## config.mk

```make
export PLATFORM = sky130hd
export DESIGN_NAME = traffic_phase_controller
export DESIGN_NICKNAME = d
export VERILOG_FILES = /design/src/rtl/traffic_phase_controller_pkg.sv /design/src/rtl/traffic_phase_controller_phase_timer.sv /design/src/rtl/traffic_phase_controller.sv
export SDC_FILE = /design/constraint.sdc
export NUM_CORES = 1
export LEC_CHECK = 0
export CORE_MARGIN = 2
export CORE_UTILIZATION = 50
export CTS_BUF_LIST = sky130_fd_sc_hd__clkbuf_8
export CTS_CLUSTER_DIAMETER = 200
export DETAILED_ROUTE_END_ITERATION = 7
export GPL_TIMING_DRIVEN = 0
export PLACE_DENSITY_LB_ADDON = 0.25
export SETUP_SLACK_MARGIN = 0.2
export SLEW_MARGIN = 15
export SYNTH_ARGS = -nofsm -noshare
export SYNTH_HDL_FRONTEND = slang
export SYNTH_SLANG_ARGS = --single-unit
```

## constraint.sdc

```tcl
create_clock -name clk -period 1.9 [get_ports clk]
set_input_delay 0.475 -clock clk [delete_from_list [all_inputs] [get_ports clk]]
set_output_delay 0.475 -clock clk [all_outputs]
set_load 0.05 [all_outputs]
```

## src/rtl/traffic_phase_controller_pkg.sv

```systemverilog
// Shared phase encoding, lamp codes and lamp decode for the intersection controller.
package traffic_phase_controller_pkg;

  localparam int unsigned PHASE_W = 3;
  localparam int unsigned LAMP_W  = 3;

  typedef enum logic [PHASE_W-1:0] {
    NS_G  = 3'd0,
    NS_Y  = 3'd1,
    RED_A = 3'd2,
    WALK  = 3'd3,
    EW_G  = 3'd4,
    EW_Y  = 3'd5,
    RED_B = 3'd6
  } phase_e;

  // One-hot {red,yellow,green}
  localparam logic [LAMP_W-1:0] LAMP_R = 3'b100;
  localparam logic [LAMP_W-1:0] LAMP_Y = 3'b010;
  localparam logic [LAMP_W-1:0] LAMP_G = 3'b001;

  typedef struct packed {
    logic [LAMP_W-1:0] ns;
    logic [LAMP_W-1:0] ew;
    logic              walk;
  } lamps_t;

  // Moore lamp decode; unknown encodings fall back to all-red.
  function automatic lamps_t lamp_decode(input phase_e p);
    lamps_t l;
    l.ns   = LAMP_R;
    l.ew   = LAMP_R;
    l.walk = 1'b0;
    case (p)
      NS_G:    l.ns   = LAMP_G;
      NS_Y:    l.ns   = LAMP_Y;
      EW_G:    l.ew   = LAMP_G;
      EW_Y:    l.ew   = LAMP_Y;
      WALK:    l.walk = 1'b1;
      default: ;
    endcase
    return l;
  endfunction

endpackage

```

## src/rtl/traffic_phase_controller_phase_timer.sv

```systemverilog
// Down-counting phase timer: load wins over decrement, saturates at zero.
module phase_timer #(
  parameter int unsigned TIME_WIDTH = 6
) (
  input  logic                  clk,
  input  logic                  reset,
  input  logic                  en,
  input  logic                  load,
  input  logic [TIME_WIDTH-1:0] load_val,
  output logic [TIME_WIDTH-1:0] time_left,
  output logic                  is_zero
);

  logic [TIME_WIDTH-1:0] cnt_q, cnt_d;

  // Next count: load on phase entry, otherwise tick down toward zero
  always_comb begin
    cnt_d = cnt_q;
    if (load) begin
      cnt_d = load_val;
    end else if (en && (cnt_q != '0)) begin
      cnt_d = cnt_q - TIME_WIDTH'(1);
    end
  end

  // Count register with synchronous reset
  always_ff @(posedge clk) begin
    if (reset) begin
      cnt_q <= '0;
    end else begin
      cnt_q <= cnt_d;
    end
  end

  assign time_left = cnt_q;
  assign is_zero   = (cnt_q == '0);

endmodule

```

## src/rtl/traffic_phase_controller.sv

```systemverilog
// Two-road intersection sequencer with pedestrian phase and latched requests.
module traffic_phase_controller
  import traffic_phase_controller_pkg::*;
#(
  parameter int unsigned TIME_WIDTH = 6,
  parameter int unsigned GREEN_NS   = 30,
  parameter int unsigned GREEN_EW   = 20,
  parameter int unsigned YELLOW     = 4,
  parameter int unsigned ALL_RED    = 2,
  parameter int unsigned PED_WALK   = 10
) (
  input  logic                  clk,
  input  logic                  reset,
  input  logic                  en,
  input  logic                  sensor_ew,
  input  logic                  ped_req,
  output logic [LAMP_W-1:0]     light_ns,
  output logic [LAMP_W-1:0]     light_ew,
  output logic                  walk,
  output logic [PHASE_W-1:0]    phase,
  output logic [TIME_WIDTH-1:0] time_left,
  output logic                  car_pending,
  output logic                  ped_pending
);

  localparam int unsigned DUR_MAX = 32'd1 << TIME_WIDTH;

  // Durations must be loadable as DUR-1 into the timer
  if (GREEN_NS < 1 || GREEN_NS > DUR_MAX || GREEN_EW < 1 || GREEN_EW > DUR_MAX ||
      YELLOW   < 1 || YELLOW   > DUR_MAX || ALL_RED  < 1 || ALL_RED  > DUR_MAX ||
      PED_WALK < 1 || PED_WALK > DUR_MAX) begin : g_bad_duration
    $error("traffic_phase_controller: phase duration outside 1..2**TIME_WIDTH");
  end

  localparam logic [TIME_WIDTH-1:0] LD_GREEN_NS = TIME_WIDTH'(GREEN_NS - 1);
  localparam logic [TIME_WIDTH-1:0] LD_GREEN_EW = TIME_WIDTH'(GREEN_EW - 1);
  localparam logic [TIME_WIDTH-1:0] LD_YELLOW   = TIME_WIDTH'(YELLOW - 1);
  localparam logic [TIME_WIDTH-1:0] LD_ALL_RED  = TIME_WIDTH'(ALL_RED - 1);
  localparam logic [TIME_WIDTH-1:0] LD_PED_WALK = TIME_WIDTH'(PED_WALK - 1);

  phase_e                state_q, state_d;
  logic                  car_q, car_d;
  logic                  ped_q, ped_d;
  lamps_t                lamps_q, lamps_d;
  logic                  expiry;
  logic                  load;
  logic [TIME_WIDTH-1:0] load_val;
  logic                  is_zero;

  phase_timer #(
    .TIME_WIDTH(TIME_WIDTH)
  ) u_timer (
    .clk      (clk),
    .reset    (reset),
    .en       (en),
    .load     (load),
    .load_val (load_val),
    .time_left(time_left),
    .is_zero  (is_zero)
  );

  assign expiry = en && is_zero;

  // Next phase, timer reload, request latches and lamp decode of the next phase
  always_comb begin
    state_d = state_q;
    if (expiry) begin
      case (state_q)
        NS_G:    if (car_q || ped_q) state_d = NS_Y;
        NS_Y:    state_d = RED_A;
        RED_A:   state_d = ped_q ? WALK : EW_G;
        WALK:    state_d = car_q ? EW_G : RED_B;
        EW_G:    state_d = EW_Y;
        EW_Y:    state_d = RED_B;
        RED_B:   state_d = NS_G;
        default: state_d = RED_B;
      endcase
    end

    load = (state_d != state_q);

    case (state_d)
      NS_G:       load_val = LD_GREEN_NS;
      NS_Y, EW_Y: load_val = LD_YELLOW;
      WALK:       load_val = LD_PED_WALK;
      EW_G:       load_val = LD_GREEN_EW;
      default:    load_val = LD_ALL_RED;
    endcase

    // Clear on the entering edge beats a same-cycle set
    car_d = (car_q || sensor_ew) && !(load && (state_d == EW_G));
    ped_d = (ped_q || ped_req)   && !(load && (state_d == WALK));

    lamps_d = lamp_decode(state_d);
  end

  // State, latches and registered lamp outputs
  always_ff @(posedge clk) begin
    if (reset) begin
      state_q      <= RED_B;
      car_q        <= 1'b0;
      ped_q        <= 1'b0;
      lamps_q.ns   <= LAMP_R;
      lamps_q.ew   <= LAMP_R;
      lamps_q.walk <= 1'b0;
    end else begin
      state_q <= state_d;
      car_q   <= car_d;
      ped_q   <= ped_d;
      lamps_q <= lamps_d;
    end
  end

  assign light_ns    = lamps_q.ns;
  assign light_ew    = lamps_q.ew;
  assign walk        = lamps_q.walk;
  assign phase       = state_q;
  assign car_pending = car_q;
  assign ped_pending = ped_q;

endmodule
```

==> results by group, run 1 <==
Status
  • Status: completed

Hold path
  • Class of the worst hold path: reg -> reg
  • End point of the most critical hold path: u_timer.time_left[0]
  • Min-Delay Startpoint: u_timer.time_left[0]
  • Worst hold path depth: 2

Yosys
  • Cell accounting for the most synthesized area: dfxtp_1
  • Synthesized-area fraction occupied by and/or/nand/nor cells: 28.8%
  • Cells after Synth: 102
  • Xor and xnor fraction of the mapped netlist area: 1.85%
  • Number of synthesized flops with an enable pin: 0
  • Syn_area_per_cell: 9.29 µm²
  • Fraction of the mapped netlist area in compound gates: 24.0%
  • Synth Net Count: 109
  • Largest family of logic cells by synthesized area: simple AND/OR/NAND/NOR gates
  • Primary FF master, synth: dfxtp_1
  • Largest cells by area after synthesis: dfxtp_1, nand2b_1, nor2_1, a2111oi_4, o41ai_4
  • #FFs+latches synth: 18
  • Share of synthesized flip-flops with an asynchronous set or reset: 0%
  • Adder-cell area share of the yosys netlist: 2.64%
  • Number of library cell types mapped by synthesis: 45
  • Yosys top cell area share: 38.0%
  • Share of cell area taken by muxes after synthesis: 0%
  • Warnings from Yosys: 0
  • Netlist Area Pre-Place: 947 µm²
  • Commonest cells post-synth: dfxtp_1, nor2_1, inv_1, nand2_1, nand2b_1
  • Share of synthesized area occupied by flip-flops and latches: 38.0%
  • Most frequent cell after synthesis: dfxtp_1

STA
  • Clock period minus final worst setup slack: 1690 ps
  • Final Hold Viols: 0
  • WHS: 505 ps
  • Final critical-path share of the clock period: 88.9%
  • Sum of negative setup slack: 0 ps
  • Pins over their slew limit: 0
  • Measured slew at the worst slew-check pin: 499 ps
  • Unrepaired setup endpoints after global routing: yes
  • Worst slew margin: 66.7%
  • Post-route clock skew: 1.17 ps
  • Peak Freq: 0.592 GHz
  • Final setup vio count: 0

Drt
  • Routed metal-1 wirelength: 1030 µm
  • Highest routed layer: met4
  • Number of vias per cell: 6.16
  • Total via count in the routed design: 930
  • Wire length on met3: 175 µm
  • Drt first-iter violations: 28
  • Remaining antenna violation count: 0
  • Detailed Route WL: 2490 µm
  • Routed wire per std cell: 16.5 µm
  • Total iterations of the first detailed-routing run: 4
  • Post-route DRC: 0
  • Met2 wire len: 1200 µm

Job
  • Reported max-cap violation count: 0

Layout
  • Area Growth Syn to Fin: 32.6%
  • Share of layout cells above drive strength 1: 31.0%
  • Number of nets in the finished design: 134
  • Filler Cells Inserted: 144
  • Antenna Cells: 0
  • Storage element area: 372 µm²
  • Multi-input logic area: 597 µm²
  • Post-route standard cell area excluding fillers: 1260 µm²

Place
  • DP HPWL: 1630 µm
  • Gp weighted congestion: 0.822
  • Standard cell area after detailed placement: 1190 µm²
  • Count of buffers inserted at the top-level ports: 20

Power and ir drop
  • Leakage dissipation: 0.495 nW
  • Internal Power: 1.03 mW
  • Clock group share of total power: 15.4%
  • Sw Share: 50.0%
  • Sequential group share of total power: 28.8%
  • Worst IR Drop VDD: 0.000977 V
  • Total net switching power: 1.02 mW
  • Part of the power in combinational logic: 55.8%
  • Overall Power: 2.05 mW
  • Power per Cell Area: 1630 nW/µm²

Clocking
  • Root Driver: clkbuf_8
  • CTS tree: built
  • Number of H-tree levels: 1
  • Worst-case clock buffer depth: 2
  • Clock-pin slew of the registers on the worst-case setup and hold paths: 70 ps
  • Cts bufs inserted: 3
  • Worst skew pair latency: 250 ps
  • Number of clock sinks seen by CTS: 18

Worst setup path
  • Kind of launch point of the worst setup path: register
  • Worst reg-to-reg path cell count: 6
  • Worst path bufs/invs: 1
  • Startpoint of the worst-slack reg-to-reg timing path: u_timer.time_left[1]
  • Endpoint of the lowest-slack register-to-register path: light_ns[2]
  • FF-to-FF setup slack: 210 ps
  • Max stage delay on crit path: 360 ps
  • Worst setup path class: reg -> reg
  • First element of the critical path: u_timer.time_left[1]
  • Endpoint type of the worst setup path: register
  • Worst-path fanout max: 5
  • Family of cells with the greatest summed delay on the critical path: simple AND/OR/NAND/NOR gates
  • Cell chain of the critical path: inv_1 -> ha_4 -> and3b_2 -> and3_4 -> o21a_1 -> or3_1
  • Slowest stage cell on the critical path: dfxtp_4
  • Data required, critical path: 2040 ps
  • Crit path DAT: 1830 ps

GRT
  • Via count of the first global-routing pass: 837
  • Total GRT Usage: 23.8%
  • Wire length of the first global-routing pass: 3710 µm
  • Maximum number of pins on one net before global-route repair: 11
  • Global-route congestion overflow total: 0
  • Initial antenna violation count: 0

Floorplanning
  • DIE WIDTH: 47.5 µm
  • Standard-cell rows: 15
  • CORE AREA: 1750 µm²
  • Effective utilization at floorplan: 54.3%
  • Die Ht: 47.5 µm
  • Boundary Pins: 23
  • DIE AREA: 2260 µm²
==> metrics by stage <==
step,utilization [%],std cells,worst slack (ps)
6_report,72.0,151,211
4_1_cts,71.0,151,141
3_5_place_dp,68.2,147,116
5_1_grt,72.0,151,140
3_3_place_gp,68.2,147,136
2_1_floorplan,-,102,143
==> cells by family (layout without fill, tap and decap cells) <==
family,after synthesis,in the layout
simple gates,44,44
xor+xnor,2,2
flops,18,18
fa+ha+maj,2,2
buf+inv,10,34
compound gates,26,26
==> sequential cells by signal (all words and copies together), names as in the netlist <==
signal,flops
phase,3
light_ew,3
walk,1
light_ns,3
car_pending,1
ped_pending,1
u_timer.time_left,6
==> cell usage in the layout, fill, tap and decap left out, types with 2 or more instances in the layout <==
cell,Yosys,routed
a21oi_1,2,2
a311oi_1,2,2
buf_2,2,2
clkbuf_1,2,2
clkbuf_2,0,6
clkbuf_8,0,4
clkdlybuf4s50_1,0,2
dfxtp_1,18,13
dfxtp_2,0,3
dfxtp_4,0,2
dlygate4sd2_1,0,11
inv_1,5,5
nand2_1,5,4
nand2b_1,5,5
nand3_1,2,2
nand3b_1,2,2
nand4_1,3,3
nor2_1,8,8
nor4_1,2,2
nor4b_1,2,2
o21ai_0,4,4
o21ai_1,2,2
or3_1,2,2
or4_4,1,2
xor2_1,2,2
==> power groups by stage <==
stage | Sequential, mW | Combinational (mW) | Clock [mW]
detailed placement | 0.590 | 1.10 | 0
global route | 0.603 | 1.22 | 0.329
finish | 0.591 | 1.14 | 0.315
global placement | 0.581 | 1.08 | 0
floorplan | 0.880 | 0.508 | 0
CTS | 0.579 | 1.07 | 0.317
==> layout make-up <==
type / instances / share of cell area (%)
multi-input combinational: 74 / 47.5
sequential: 18 / 29.6
inverter: 5 / 1.49
clock buffer: 4 / 4.38
tap: 25 / 2.49
timing repair buffer: 20 / 12.5
buffer: 5 / 1.99
==> worst max path at each step <==
stage | end | slack (ps) | cells past startpoint
after floorplan | light_ns[2] | 140 | 6
after global placement | ped_pending | 140 | 1
after detailed placement | light_ns[2] | 120 | 5
after CTS | ped_pending | 140 | 1
after global routing | light_ns[2] | 140 | 6
final | light_ns[2] | 210 | 6
==> what timing repair did <==
action                     4_1_cts  5_1_grt
pin swaps                        0        2
hold buffers                     0        0
buffers inserted                 0        0
setup endpoints to repair       21       12
resized for setup               27       17
==> per-layer routing <==
layer | track usage (%) | vias up
met5 | 0 | -
met4 | 14.4 | 0
met3 | 4.91 | 9
met2 | 38.1 | 42
met1 | 29.2 | 450
li1 | - | 429
==> worst min-delay path, stage by stage (launching register included) <==
cell     delay [ps]
dfxtp_4         350
nand2_1          60
a21oi_1          50
(Power assumes the default switching activity.)
==> run 2: changes to the inputs <==
Settings changed: ABC_AREA set to 1.
==> results by group, run 2 <==
Clocking
  • CTS tree: built
  • Number of buffers inserted by hold repair at cts: 0 (unchanged)
  • Buffers inserted during post-CTS setup optimization: 0 (unchanged)
  • Clock-pin slew of the registers on the worst-case setup and hold paths: 70 ps (about the same)
  • Cts bufs inserted: 3 (unchanged)
  • Worst skew pair latency: 260 ps (about the same)
  • Root Driver: clkbuf_8
  • Number of clock sinks seen by CTS: 18 (unchanged)
  • Worst-case clock buffer depth: 2 (unchanged)
  • Number of H-tree levels: 1 (unchanged)

Yosys
  • Synth Net Count: 132 (+21%)
  • Adder-cell area share of the yosys netlist: 2.70% (+0.061 points)
  • Most frequent cell after synthesis: nand2_1
  • Syn_area_per_cell: 7.41 µm² (-20%)
  • Number of library cell types mapped by synthesis: 25 (-44%)
  • Fraction of the mapped netlist area in compound gates: 9.19% (-15 points)
  • Share of synthesized area occupied by flip-flops and latches: 38.9% (+0.87 points)
  • Largest family of logic cells by synthesized area: simple AND/OR/NAND/NOR gates
  • Synthesized-area fraction occupied by and/or/nand/nor cells: 36.8% (+8.0 points)
  • Netlist Area Pre-Place: 926 µm² (-2.2%)
  • Share of cell area taken by muxes after synthesis: 0% (unchanged)
  • Yosys top cell area share: 38.9% (+0.87 points)
  • Number of synthesized flops with an enable pin: 0 (unchanged)
  • Warnings from Yosys: 0 (unchanged)
  • Largest cells by area after synthesis: dfxtp_1, nand2_1, nor2_1, inv_1, nand2_2
  • Cell accounting for the most synthesized area: dfxtp_1
  • Xor and xnor fraction of the mapped netlist area: 4.73% (+2.9 points)
  • Share of synthesized flip-flops with an asynchronous set or reset: 0% (unchanged)
  • Primary FF master, synth: dfxtp_1
  • Cells after Synth: 125 (+23%)
  • Commonest cells post-synth: nand2_1, dfxtp_1, nor2_1
  • #FFs+latches synth: 18 (unchanged)

Place
  • DP HPWL: 1560 µm (-4.2%)
  • Count of buffers inserted at the top-level ports: 21 (+5.0%)
  • Worst slack, placed: -206 ps (-322 ps)
  • Gp weighted congestion: 0.869 (+5.8%)
  • Placed cell count: 171 (+16%)

Worst setup path
  • Worst path bufs/invs: 1 (unchanged)
  • Data required, critical path: 1420 ps (-620 ps)
  • Worst setup path class: reg -> out
  • Cell chain of the critical path: clkdlybuf4s15_1
  • Crit path DAT: 1200 ps (-630 ps)
  • Max stage delay on crit path: 530 ps (+170 ps)
  • Family of cells with the greatest summed delay on the critical path: buffers and inverters
  • Endpoint type of the worst setup path: output pin
  • Worst-path fanout max: 4 (-1)
  • Slowest stage cell on the critical path: clkdlybuf4s15_1
  • Kind of launch point of the worst setup path: register

Layout
  • Layout Cells excl Fill: 175 (+16%)
  • Storage element area: 365 µm² (-1.7%)
  • Commonest cells after routing, fill and taps aside: nand2_1, nor2_1, inv_1, dfxtp_1, dlygate4sd2_1
  • Most common cell after layout, fill and taps aside: nand2_1
  • Antenna Cells: 0 (unchanged)
  • Multi-input logic area: 507 µm² (-15%)
  • Share of layout cells above drive strength 1: 23.3% (-7.6 points)
  • Filler Cells Inserted: 153 (+6.3%)
  • Number of flip-flops in the largest register: 6 (unchanged)
  • Area Growth Syn to Fin: 31.4%
  • Number of nets in the finished design: 158 (+18%)

STA
  • Unrepaired setup endpoints after global routing: yes
  • WHS: 518 ps (+12.5 ps)
  • Final Hold Viols: 0 (unchanged)
  • Peak Freq: 0.598 GHz (+0.98%)
  • Post-route clock skew: 4.35 ps (+3.17 ps)
  • Final critical-path share of the clock period: 88.0% (-0.86 points)
  • Setup slack of the critical path after layout: 227 ps (+16.4 ps)
  • Final setup vio count: 0 (unchanged)
  • Sum of negative setup slack: 0 ps (unchanged)
  • Clock period minus final worst setup slack: 1670 ps (-16.4 ps)
  • Measured slew at the worst slew-check pin: 510 ps (+11.5 ps)
  • Pins over their slew limit: 0 (unchanged)
  • Worst slew margin: 66.0% (-0.76 points)

Drt
  • Routed wire per std cell: 12.4 µm (-25%)
  • Total iterations of the first detailed-routing run: 4 (unchanged)
  • Total via count in the routed design: 871 (-6.3%)
  • Drt first-iter violations: 17 (-39%)
  • Detailed Route WL: 2170 µm (-13%)
  • Remaining antenna violation count: 0 (unchanged)
  • Number of vias per cell: 4.98 (-19%)
  • Post-route DRC: 0 (unchanged)

Floorplanning
  • Die Ht: 47.0 µm (-1.0%)
  • DIE WIDTH: 47.0 µm (-1.0%)
  • Standard-cell rows: 15 (unchanged)
  • Effective utilization at floorplan: 53.6% (-0.64 points)
  • DIE AREA: 2210 µm² (-2.1%)
  • Boundary Pins: 23 (unchanged)
  • CORE AREA: 1730 µm² (-1.1%)

Power and ir drop
  • Leakage dissipation: 0.580 nW (+17%)
  • Worst IR Drop VDD: 0.00114 V (+17%)
  • Power per Cell Area: 1930 nW/µm² (+18%)

GRT
  • Via count of the first global-routing pass: 812 (-3.0%)
  • Initial antenna violation count: 0 (unchanged)
  • Wire length of the first global-routing pass: 3570 µm (-3.7%)
  • Maximum number of pins on one net before global-route repair: 11 (unchanged)
  • Global-route congestion overflow total: 0 (unchanged)
  • Total GRT Usage: 23.4% (-0.38 points)

Hold path
  • Class of the worst hold path: reg -> reg

Status
  • Status: completed

Job
  • Reported max-cap violation count: 0 (unchanged)
run 2: worst paths after layout:
check,from,to,slack [ps],cells past startpoint
worst max-delay path,car_pending,car_pending,230,1
worst min-delay path,u_timer.time_left[1],u_timer.time_left[1],520,2
worst max register to register,u_timer.time_left[0],u_timer.time_left[3],260,12
worst min register to register,u_timer.time_left[1],u_timer.time_left[1],520,2
run 2: routing by layer:
metal | GRT usage (%) | wire (µm) | up-vias
li1 | - | - | 440
met5 | 0 | 0 | -
met2 | 37.0 | 1090 | 23
met3 | 5.00 | 62 | 4
met1 | 30.1 | 994 | 404
met4 | 12.2 | 26 | 0
run 2: area by class of cell:
cell class	count	share of cell area, %
Tap cell	25	2.57
Multi-Input combinational cell	88	41.7
Timing Repair Buffer	21	15.3
Buffer	1	0.309
Inverter	18	5.56
Sequential cell	18	30.0
Clock buffer	4	4.53
run 2: power breakdown:
part	switching [mW]	total, mW	internal [mW]	leakage (nW)
Combinational	0.992	1.43	0.442	0.404
Clock	0.132	0.317	0.184	0.0288
Sequential	0.113	0.599	0.486	0.148
run 2: cell families after synthesis:
| kind of cell | after synthesis |
|---|---|
| AND/OR/NAND/NOR | 67 |
| XOR/XNOR | 5 |
| adder cells (fa/ha/maj) | 2 |
| AO/OA/AOI/OAI | 14 |
| buffers and inverters | 19 |
| flip-flops | 18 |
run 2: repair_timing:
action,4_1_cts,5_1_grt
resized for setup,25,8
endpoints found under the hold margin,0,0
endpoints found under the setup margin,23,9
run 2: tightest hold or removal path, delay by kind of cell (launching register included):
family / cells / cell delay [ps]
DFF: 1 / 350
and+or+nand+nor: 2 / 130
run 2: metrics by stage:
step / utilization [%] / area, µm² / total power, mW
after detailed placement: 67.9 / 1170 / 2.05
after CTS: 70.7 / 1220 / 2.34
after global routing: 70.4 / 1220 / 2.51
final: 70.4 / 1220 / 2.35
after global placement: 67.9 / 1170 / 2.00
after floorplan: - / 931 / 1.69
==> run 3: changes to the inputs <==
Clock period 1.9 ns to 1.6 ns, I/O delays scaled along.
==> results by group, run 3 (synthesis gave the netlist of run 2 again) <==
Power and ir drop
  • Overall Power: 3.50 mW (+49%)
  • Leakage dissipation: 0.647 nW (+11%)
  • Worst IR Drop VDD: 0.00200 V (+75%)
  • Power per Cell Area: 2390 nW/µm² (+24%)

Drt
  • Routed wire per std cell: 15.2 µm (+23%)
  • Number of vias per cell: 5.43 (+9.1%)
  • Detailed Route WL: 2850 µm (+32%)
  • Total iterations of the first detailed-routing run: 4 (unchanged)
  • Total via count in the routed design: 1015 (+17%)
  • Post-route DRC: 0 (unchanged)
  • Drt first-iter violations: 18 (+1)
  • Remaining antenna violation count: 0 (unchanged)

Place
  • Gp weighted congestion: 0.833 (-4.1%)
  • Placed cell count: 171 (unchanged)
  • DP HPWL: 1570 µm (+0.45%)
  • Standard cell area after detailed placement: 1240 µm² (+5.6%)
  • Worst slack, placed: -421 ps (-215 ps)
  • Count of buffers inserted at the top-level ports: 21 (unchanged)

STA
  • Final critical-path share of the clock period: 104%
  • Post-route clock skew: 6.08 ps (+1.73 ps)
  • Clock period minus final worst setup slack: 1670 ps
  • Worst slew margin: 65.5% (-0.49 points)
  • Pins over their slew limit: 0 (unchanged)
  • Peak Freq: 0.600 GHz
  • Measured slew at the worst slew-check pin: 518 ps (+7.41 ps)
  • Setup slack of the critical path after layout: -67.8 ps (-295 ps)
  • Final Hold Viols: 0 (unchanged)
  • Final setup vio count: 3 (+3)
  • Unrepaired setup endpoints after global routing: yes

Clocking
  • Cts bufs inserted: 3 (unchanged)
  • Clock-pin slew of the registers on the worst-case setup and hold paths: 70 ps (about the same)
  • Worst-case clock buffer depth: 2 (unchanged)
  • Worst skew pair latency: 260 ps (about the same)
  • Number of buffers inserted by hold repair at cts: 0 (unchanged)
  • Number of clock sinks seen by CTS: 18 (unchanged)
  • CTS tree: built
  • Root Driver: clkbuf_8
  • Number of H-tree levels: 1 (unchanged)

Layout
  • Number of flip-flops in the largest register: 6 (unchanged)
  • Commonest cells after routing, fill and taps aside: nand2_1, nor2_1, nand2_2, inv_1, buf_4
  • Post-route standard cell area excluding fillers: 1470 µm² (+21%)
  • Most common cell after layout, fill and taps aside: nand2_1
  • Share of layout cells above drive strength 1: 54.3% (+31 points)
  • Final cell utilization of the core: 84.9% (+14 points)
  • Antenna Cells: 0 (unchanged)
  • Number of nets in the finished design: 170 (+7.6%)
  • Filler Cells Inserted: 105 (-31%)
  • Area Growth Syn to Fin: 58.4%
  • Layout Cells excl Fill: 187 (+6.9%)

Status
  • Violations in the final reports: setup timing
  • Status: finished with violations

Worst setup path
  • Endpoint type of the worst setup path: register
  • Worst reg-to-reg path cell count: 12 (unchanged)
  • Endpoint of the lowest-slack register-to-register path: u_timer.time_left[3]
  • CP most frequent cell: nand2_2
  • Family of cells with the greatest summed delay on the critical path: simple AND/OR/NAND/NOR gates
  • Kind of launch point of the worst setup path: register
  • Data required, critical path: 1790 ps (+370 ps)
  • Worst-path fanout max: 5 (+1)
  • FF-to-FF setup slack: -70 ps (-330 ps)
  • Worst path bufs/invs: 1 (unchanged)
  • Worst setup path class: reg -> reg
  • Crit path DAT: 1860 ps (+660 ps)
  • Slowest stage cell on the critical path: dfxtp_4
  • Max stage delay on crit path: 360 ps (-170 ps)
  • Startpoint of the worst-slack reg-to-reg timing path: u_timer.time_left[1]
  • Cell chain of the critical path: inv_4 -> ha_4 -> nand3_4 -> nor2_4 -> nand2_1 -> nand2_2 -> nand2_4 -> nor2_4 -> nand2_2 -> nand2_2 -> nand2_2 -> a21oi_2

Floorplanning
  • Standard-cell rows: 15 (unchanged)
  • Die Ht: 47.0 µm (unchanged)
  • DIE AREA: 2210 µm² (unchanged)
  • CORE AREA: 1730 µm² (unchanged)
  • DIE WIDTH: 47.0 µm (unchanged)
  • Boundary Pins: 23 (unchanged)
  • Effective utilization at floorplan: 53.6% (unchanged)

Hold path
  • Class of the worst hold path: reg -> reg
  • Worst hold path depth: 2 (unchanged)
  • End point of the most critical hold path: u_timer.time_left[1]
  • Min-Delay Startpoint: u_timer.time_left[1]

GRT
  • Global-route congestion overflow total: 0 (unchanged)
  • Total GRT Usage: 25.2% (+1.7 points)
  • Via count of the first global-routing pass: 866 (+6.7%)
  • Wire length of the first global-routing pass: 3820 µm (+6.9%)
  • Initial antenna violation count: 0 (unchanged)
  • Maximum number of pins on one net before global-route repair: 11 (unchanged)

Job
  • Reported max-cap violation count: 0 (unchanged)
-- run 3: changes by cell type in the layout (fill, tap and decap cells not counted), sizes merged --
cell	before	now
buf	0	20
clkbuf	7	6
clkdlybuf4s15	4	7
clkdlybuf4s18	0	1
dlygate4sd2	13	2
-- run 3: where the power goes --
part	internal (mW)	total, mW	leakage [nW]	switching (mW)
Combinational	0.841	2.37	0.466	1.52
Clock	0.219	0.369	0.0288	0.150
Sequential	0.605	0.766	0.152	0.161
Total	1.66	3.50	0.647	1.84
-- run 3: metrics by stage --
stage / TNS (ps) / hold slack (ps)
final: -131 / 520
after global routing: -733 / 559
after CTS: -13.9 / 519
after detailed placement: -3920 / 505
after global placement: -3660 / 501
after floorplan: 0 / 534
-- run 3: per-layer routing --
metal / GRT usage, % / routed length [µm] / share of wire [%]
met2: 38.1 / 1380 / 48
met4: 16.1 / 123 / 4.3
met5: 0 / 0 / 0
met1: 32.2 / 1160 / 41
met3: 5.77 / 184 / 6.5
-- run 3: cell type report --
class                           instances  area, µm²  share of cell area (%)
Sequential cell                        18        389                    26.5
Inverter                               18       77.6                    5.29
Multi-Input combinational cell         88        638                    43.5
Buffer                                  1       3.75                   0.256
Clock buffer                            4       55.1                    3.75
Tap cell                               25       31.3                    2.13
Timing Repair Buffer                   33        272                    18.5
-- run 3: timing repair --
| item | CTS | global route |
|---|---|---|
| gates resized for setup | 72 | 35 |
| pin swaps | 14 | 18 |
| buffers inserted | 5 | 7 |
| endpoints found under the setup margin | 34 | 19 |
-- run 3: worst max path at each step --
stage                          from                   end  slack (ps)  cells after the start
2_1_floorplan  u_timer.time_left[0]  u_timer.time_left[3]         130                     12
3_3_place_gp                     en  u_timer.time_left[3]        -370                     11
3_5_place_dp                     en  u_timer.time_left[3]        -420                     11
4_1_cts        u_timer.time_left[1]  u_timer.time_left[3]         -10                     12
5_1_grt        u_timer.time_left[1]  u_timer.time_left[1]        -150                     10
6_report       u_timer.time_left[1]  u_timer.time_left[3]         -70                     12
-- run 3: worst reg2reg max path: stages (launching register included) --
cell	delay (ps)
dfxtp_4	360
inv_4	60
ha_4	160
nand3_4	100
nor2_4	200
nand2_1	110
nand2_2	130
nand2_4	80
nor2_4	110
nand2_2	80
nand2_2	80
nand2_2	50
a21oi_2	90
